==> config.mk <==
export PLATFORM = sky130hd
export DESIGN_NAME = seq_det_sched
export DESIGN_NICKNAME = d
export VERILOG_FILES = /design/src/rtl/seq_det_pkg.sv /design/src/rtl/seq_match_core.sv /design/src/rtl/seq_det_sched.sv
export SDC_FILE = /design/constraint.sdc
export NUM_CORES = 1
export LEC_CHECK = 0
export ABC_AREA = 0
export CAP_MARGIN = 10
export CELL_PAD_IN_SITES_DETAIL_PLACEMENT = 0
export CELL_PAD_IN_SITES_GLOBAL_PLACEMENT = 1
export CORE_MARGIN = 8
export CORE_UTILIZATION = 26
export CTS_CLUSTER_SIZE = 8
export DETAILED_ROUTE_END_ITERATION = 10
export HOLD_SLACK_MARGIN = 0.05
export PLACE_DENSITY = 0.73
export SETUP_SLACK_MARGIN = 0.3
export SYNTH_ARGS = -nofsm -noshare
export SYNTH_HDL_FRONTEND = slang
export SYNTH_SLANG_ARGS = --single-unit
==> constraint.sdc <==
create_clock -name clk -period 4.1 [get_ports clk]
set_clock_uncertainty 0.05 [all_clocks]
set_input_delay 0.82 -clock clk [delete_from_list [all_inputs] [get_ports clk]]
set_output_delay 0.82 -clock clk [all_outputs]
set_load 0.005 [all_outputs]
==> src/rtl/seq_det_pkg.sv <==
// Purpose: shared types and constants for the sequence-detect job scheduler.
// Latency: n/a (declarations only).
// Backpressure: n/a.
package seq_det_pkg;

    // Scheduler FSM states.
    typedef enum logic [1:0] {
        IDLE = 2'd0,
        SCAN = 2'd1,
        DONE = 2'd2
    } state_e;

    // Pattern length and the pattern loaded by reset.
    localparam int              PLEN    = 5;
    localparam logic [PLEN-1:0] PAT_RST = 5'b10010;

    // Width of the per-job match counter; the count saturates at all-ones.
    localparam int HIT_W = 4;

    function automatic logic [HIT_W-1:0] sat_inc(input logic [HIT_W-1:0] v,
                                                 input logic             inc);
        return (inc && (v != '1)) ? v + 1'b1 : v;
    endfunction

endpackage

==> src/rtl/seq_match_core.sv <==
// Purpose: bit-serial overlapping pattern matcher (window of the last PLEN-1 bits).
// Latency: hit is combinational on the bit presented with bit_vld.
// Backpressure: none; consumes one bit per cycle when bit_vld is high.
//
// Ports: clk/rst_n clock and async active-low reset; clear empties the window
// (synchronous); bit_in/bit_vld serial input; pattern compared against the
// newest PLEN bits; hit flags a match ending on the current bit.
module seq_match_core #(
    parameter int PLEN = seq_det_pkg::PLEN
) (
    input  logic            clk,
    input  logic            rst_n,
    input  logic            clear,
    input  logic            bit_in,
    input  logic            bit_vld,
    input  logic [PLEN-1:0] pattern,
    output logic            hit
);

    localparam int FW = (PLEN > 2) ? $clog2(PLEN) : 1;

    logic [PLEN-2:0] win_q, win_d;
    logic [FW-1:0]   fill_q, fill_d;
    logic [PLEN-1:0] cand;
    logic            full;

    // A match needs PLEN real bits; fill tracks how many have arrived since
    // clear so the zeroed window never produces phantom hits (e.g. pattern 0).
    assign cand = {win_q, bit_in};
    assign full = (fill_q == FW'(PLEN - 1));
    assign hit  = bit_vld && full && (cand == pattern);

    always_comb begin
        win_d  = win_q;
        fill_d = fill_q;
        if (clear) begin
            win_d  = '0;
            fill_d = '0;
        end else if (bit_vld) begin
            win_d = cand[PLEN-2:0];
            if (!full) begin
                fill_d = fill_q + 1'b1;
            end
        end
    end

    always_ff @(posedge clk or negedge rst_n) begin
        if (!rst_n) begin
            win_q  <= '0;
            fill_q <= '0;
        end else begin
            win_q  <= win_d;
            fill_q <= fill_d;
        end
    end

endmodule

==> src/rtl/seq_det_sched.sv <==
// Purpose: round-robin job scheduler that scans one requester word per job for a bit pattern.
// Latency: done pulses DW+1 cycles after the accepting edge; one job per DW+2 cycles.
// Backpressure: req is a level held until gnt; other requesters wait for a later arbitration.
//
// Ports: clk, rst_n (async active-low); req[NREQ] job requests; data[NREQ*DW]
// packed words (requester i at data[i*DW +: DW]); pat_we/pat_wdata pattern
// update (IDLE only); gnt one-hot owner for the whole scan; done one-cycle
// completion pulse with done_id/hit_cnt held until the next completion.
// Option macro SEQ_DET_ABORT_EN: owner dropping req mid-scan aborts the job.
module seq_det_sched #(
    parameter int              NREQ    = 4,
    parameter int              DW      = 16,
    parameter int              PLEN    = seq_det_pkg::PLEN,
    parameter logic [PLEN-1:0] PAT_RST = seq_det_pkg::PAT_RST,
    // Derived index width; leave at default.
    parameter int              IW      = (NREQ > 1) ? $clog2(NREQ) : 1
) (
    input  logic                           clk,
    input  logic                           rst_n,
    input  logic [NREQ-1:0]                req,
    input  logic [NREQ*DW-1:0]             data,
    input  logic                           pat_we,
    input  logic [PLEN-1:0]                pat_wdata,
    output logic [NREQ-1:0]                gnt,
    output logic                           done,
    output logic [IW-1:0]                  done_id,
    output logic [seq_det_pkg::HIT_W-1:0]  hit_cnt
);

    import seq_det_pkg::*;

    localparam int BW = (DW > 1) ? $clog2(DW) : 1;

    state_e            state_q, state_d;
    logic [DW-1:0]     sh_q, sh_d;
    logic [BW-1:0]     bcnt_q, bcnt_d;
    logic [IW-1:0]     owner_q, owner_d;
    logic [IW-1:0]     ptr_q, ptr_d;
    logic [PLEN-1:0]   pat_q, pat_d;
    logic [HIT_W-1:0]  cnt_q, cnt_d;
    logic [IW-1:0]     done_id_q, done_id_d;
    logic [HIT_W-1:0]  hit_cnt_q, hit_cnt_d;

    logic              any_req;
    logic              found;
    logic [IW-1:0]     idx;
    logic [IW-1:0]     win_id;
    logic [IW-1:0]     win_nxt;
    logic              m_clear;
    logic              m_vld;
    logic              m_hit;

    // Round-robin search starting at ptr_q, wrapping at NREQ.
    always_comb begin
        any_req = |req;
        found   = 1'b0;
        win_id  = '0;
        idx     = '0;
        for (int k = 0; k < NREQ; k++) begin
            idx = IW'((int'(ptr_q) + k) % NREQ);
            if (!found && req[idx]) begin
                found  = 1'b1;
                win_id = idx;
            end
        end
        win_nxt = (win_id == IW'(NREQ - 1)) ? '0 : win_id + 1'b1;
    end

    always_comb begin
        state_d   = state_q;
        sh_d      = sh_q;
        bcnt_d    = bcnt_q;
        owner_d   = owner_q;
        ptr_d     = ptr_q;
        pat_d     = pat_q;
        cnt_d     = cnt_q;
        done_id_d = done_id_q;
        hit_cnt_d = hit_cnt_q;
        m_clear   = 1'b0;
        m_vld     = 1'b0;
        case (state_q)
            IDLE: begin
                // Pattern lands in pat_q on the accepting edge, so a job
                // accepted together with a write already scans with it.
                if (pat_we) begin
                    pat_d = pat_wdata;
                end
                if (any_req) begin
                    sh_d    = data[win_id*DW +: DW];
                    owner_d = win_id;
                    ptr_d   = win_nxt;
                    bcnt_d  = '0;
                    cnt_d   = '0;
                    m_clear = 1'b1;
                    state_d = SCAN;
                end
            end
            SCAN: begin
                m_vld  = 1'b1;
                sh_d   = {sh_q[DW-2:0], 1'b0};
                bcnt_d = bcnt_q + 1'b1;
                cnt_d  = sat_inc(cnt_q, m_hit);
                if (bcnt_q == BW'(DW - 1)) begin
                    state_d   = DONE;
                    done_id_d = owner_q;
                    hit_cnt_d = cnt_d;
                end
`ifdef SEQ_DET_ABORT_EN
                // Abort wins even on the last bit: no result is published.
                if (!req[owner_q]) begin
                    state_d   = IDLE;
                    done_id_d = done_id_q;
                    hit_cnt_d = hit_cnt_q;
                end
`endif
            end
            DONE: begin
                state_d = IDLE;
            end
            default: begin
                state_d = IDLE;
            end
        endcase
    end

    always_ff @(posedge clk or negedge rst_n) begin
        if (!rst_n) begin
            state_q   <= IDLE;
            sh_q      <= '0;
            bcnt_q    <= '0;
            owner_q   <= '0;
            ptr_q     <= '0;
            pat_q     <= PAT_RST;
            cnt_q     <= '0;
            done_id_q <= '0;
            hit_cnt_q <= '0;
        end else begin
            state_q   <= state_d;
            sh_q      <= sh_d;
            bcnt_q    <= bcnt_d;
            owner_q   <= owner_d;
            ptr_q     <= ptr_d;
            pat_q     <= pat_d;
            cnt_q     <= cnt_d;
            done_id_q <= done_id_d;
            hit_cnt_q <= hit_cnt_d;
        end
    end

    // Word is fed MSB first out of the top of the shift register.
    seq_match_core #(
        .PLEN (PLEN)
    ) u_match (
        .clk     (clk),
        .rst_n   (rst_n),
        .clear   (m_clear),
        .bit_in  (sh_q[DW-1]),
        .bit_vld (m_vld),
        .pattern (pat_q),
        .hit     (m_hit)
    );

    assign gnt     = (state_q == SCAN) ? (NREQ'(1) << owner_q) : '0;
    assign done    = (state_q == DONE);
    assign done_id = done_id_q;
    assign hit_cnt = hit_cnt_q;

endmodule

==> results <==
- The flow ran to the end, and the final reports show no timing, DRC or antenna violations.
- 0 antenna diodes ended up in the layout.
- The category of the worst setup path launch point is a flop.
- The combined buffer and inverter count along the critical path is 1.
- The area overhead of the layout relative to synthesis is 37.5%.
- On the critical path the largest part of the delay comes from simple AND/OR/NAND/NOR gates.
- Buffers inserted to repair hold after CTS numbered 0.
- The slowest stage of the critical path is the nand2b_1 cell.
- Once layout is done, the placed cells without fillers occupy 0.00391 mm².
- TritonCTS built the clock tree.
- After detailed routing, the number of vias per cell comes to 4.71.
- The number of detailed-route iterations in the first pass is 4.
- The max-slew violation count is 0.
- The critical path's largest stage delay is 0.60 ns.
- The tool flagged a number of max-cap violations equal to 0.
- Summed over all layers, the routed wires come to 8.06 mm.
- The number of buffers on the longest clock path is 2.
- The number of hold violations in the final report came to 0.
- The critical path data arrival time is 2.28 ns.
- The critical path goes through nand2b_1 -> nor3_1 -> clkdlybuf4s50_1.
- The CTS root buffer is clkbuf_8.
- In this run the worst path has a maximum fanout of 25.
- At the pin with the least slew margin, the transition time is 1.07 ns.
- The analysis attributes to cell leakage a power of 1.71 nW.
- The type of destination of the critical path is an output port.
- The fmax is 0.317 GHz.
- Leaving out fill and tap cells, the most frequent cells in the layout are clkdlybuf4s50_1, dfrtp_1, nand2_1, and3_1, o21ai_0.
- The post-place instance area is 0.00378 mm².
- After synthesis, the mean cell area works out to 9.48 µm².
- The largest net degree at the start of global routing is 49.
- For the final routed database, the setup TNS stands at 0 ns.
- TritonCTS created 5 clock buffers.
- The type of the worst setup path is flop to output port.
- The count of synthesis-stage warnings from yosys is 0.
- In the global route stage, overall resource usage came out at 0.112.
- The total nets after synthesis is 380.
- The sequential element share of the synthesized area is 0.423.
- For the worst setup path, the data required time is 3.23 ns.
- The number of enable-type register cells in the synthesized netlist is 0.
- The number of vias in the routed layout is 2,437.
- For this run, asynchronously set or reset flops after synthesis account for 1.00.
- The core box area is 0.0107 mm².
- The relative contribution of the clock network to total power is 0.161.
- The total overflow left after global routing is 0.
- The leading register cell type out of synthesis is dfrtp_1.
- The initial utilization of the core area, before any placement, comes to 0.265.
- Of the total power, the share spent switching nets is 0.378.
- The congestion estimate from routability-driven global placement came to 0.741.
- The clock drives 48 sinks.
- In the final layout, the share of cells above drive strength 1 is 0.0690.
- Headroom to the max-slew limit came out at 0.285.
- The number of primary I/O pins is 87.
- The detailed-placement wirelength estimate is 6.03 mm.
- The internal portion of the total power is 1.43 mW.
- The floorplan step defined a die boundary enclosing 0.0145 mm².
- The number of nets with antenna violations after routing is 0.
- In this run, the number of DRC markers left after iteration 0 of detailed routing was 122.
- The leading cell type in the layout, fill and taps excluded is clkdlybuf4s50_1.
- The initial antenna violation count is 0.
- The routed wire length per instance is 15.6 µm.
- The number of different library cells used by synthesis comes to 38.
- The number of setup buffers added after CTS is 0.
- The horizontal extent of the die is 121 µm.
- The overall die height is 121 µm.
- The analysis attributes to net switching a power of 869 µW.
- Setup repair after global routing left no endpoint under its margin.
- The part of the total power dissipated in sequential elements is 0.369.
- The flop and latch count out of synthesis is 48.
- The total power density per cell area is 588 mW/mm².
- The count of mapped cells out of synthesis is 300.
- The post-synthesis cell area is 0.00285 mm².
- The share of total power in combinational logic is 0.469.
- The global-route wire length before repair is 13.4 mm.
- The clock tree synthesis step divided the H-tree into 2 levels.
- The count of input and output buffers is 86.
- Setup violations remaining at the end of the flow were counted as 0.
- VDD sags by at most 268 µV.
- Clock-pin slew was measured on the worst setup and hold paths at 0.08 ns.
- The final critical-path share of the clock period is 0.769.
- Post-CTS repair changed the size of 0 cells.
- The path class of the lowest-slack min-delay path is flop to flop.
- The source-to-sink clock delay at the later pin of the worst-skew pair is 0.30 ns.
- The number of global-route vias before repair is 2,687.
- The total number of placement rows is 38.
- The post-layout net count is 456.
- The DRC violation count after routing is 0.
- The smallest clock period supported by the final layout is computed as 3.15 ns.
-- stage by stage --
step	setup slack, ns	cells	hold WS [ns]	utilization	total power, mW
floorplan	2.09	300	0.400	-	1.61
global placement	1.08	509	0.413	0.352	1.91
detailed placement	0.983	509	0.420	0.352	1.95
CTS	0.908	517	0.441	0.364	2.33
global route	0.791	517	0.457	0.364	2.50
finish	0.949	517	0.433	0.364	2.30
-- kinds of logic (layout without fill, tap and decap cells) --
logic type,after synthesis,count (layout),share of synthesized area
and+or+nand+nor,97,97,0.182
AOI/OAI and AO/OA,92,92,0.207
DFF,48,48,0.423
muxes,26,26,0.0941
buffers and inverters,23,100,0.0449
xor gates and xnor gates,10,10,0.0308
adders and majority gates,4,4,0.0176
-- layout make-up --
cell class                      count  area, µm²
Multi-Input combinational cell    229       1520
Clock buffer                        7       96.3
Tap cell                          140        175
Inverter                            3       11.3
Clock inverter                      1       30.0
Sequential cell                    48       1200
Timing Repair Buffer               89        878
Fill cell                        1110       6830
-- flip-flops by register name, summed over array words and instances, names as in the netlist --
name,cells
sh_q,16
pat_q,5
bcnt_q,4
cnt_q,4
hit_cnt,4
u_match.win_q,4
u_match.fill_q,3
done_id,2
owner_q,2
ptr_q,2
state_q,2
-- tightest hold or removal path, stage by stage (launching register included) --
cell     delay [ns]
dfrtp_1        0.35
nand2_1        0.04
o21ai_0        0.06
-- synthesized netlist by cell type, drive strengths merged (6+ instances only) --
master	instances	area share
a21boi	16	0.042
a21oi	20	0.035
and3	34	0.075
buf	7	0.024
clkbuf	13	0.017
dfrtp	46	0.40
mux2	6	0.024
mux2i	20	0.070
nand2	34	0.045
nor2	8	0.011
o211ai	16	0.042
o21ai	32	0.056
xor2	8	0.025
-- final timing paths --
check / from / endpoint / slack, ns / cells after the start
min in group asynchronous: rst_n / done_id[0] / 0.67 / 1
max in group asynchronous: rst_n / u_match.fill_q[0] / 2.68 / 1
min reg2reg: hit_cnt[2] / hit_cnt[2] / 0.43 / 2
max: state_q[1] / gnt[0] / 0.95 / 3
min: hit_cnt[2] / hit_cnt[2] / 0.43 / 2
max reg2reg: ptr_q[1] / sh_q[5] / 1.88 / 5
-- power by group through the flow --
stage	combinational (mW)	clock, mW	sequential, mW
global route	1.23	0.395	0.882
floorplan	0.798	0	0.813
CTS	1.10	0.384	0.851
global placement	1.06	0	0.850
detailed placement	1.09	0	0.859
finish	1.08	0.371	0.850
-- per-layer routing --
layer	vias up	track usage	wire length, µm
met2	71	0.177	3590
met3	8	0.0354	577
li1	1239	-	-
met5	-	0	0
met4	0	0.0312	90
met1	1119	0.143	3800
Note: power is estimated with default switching activity, not from simulation.
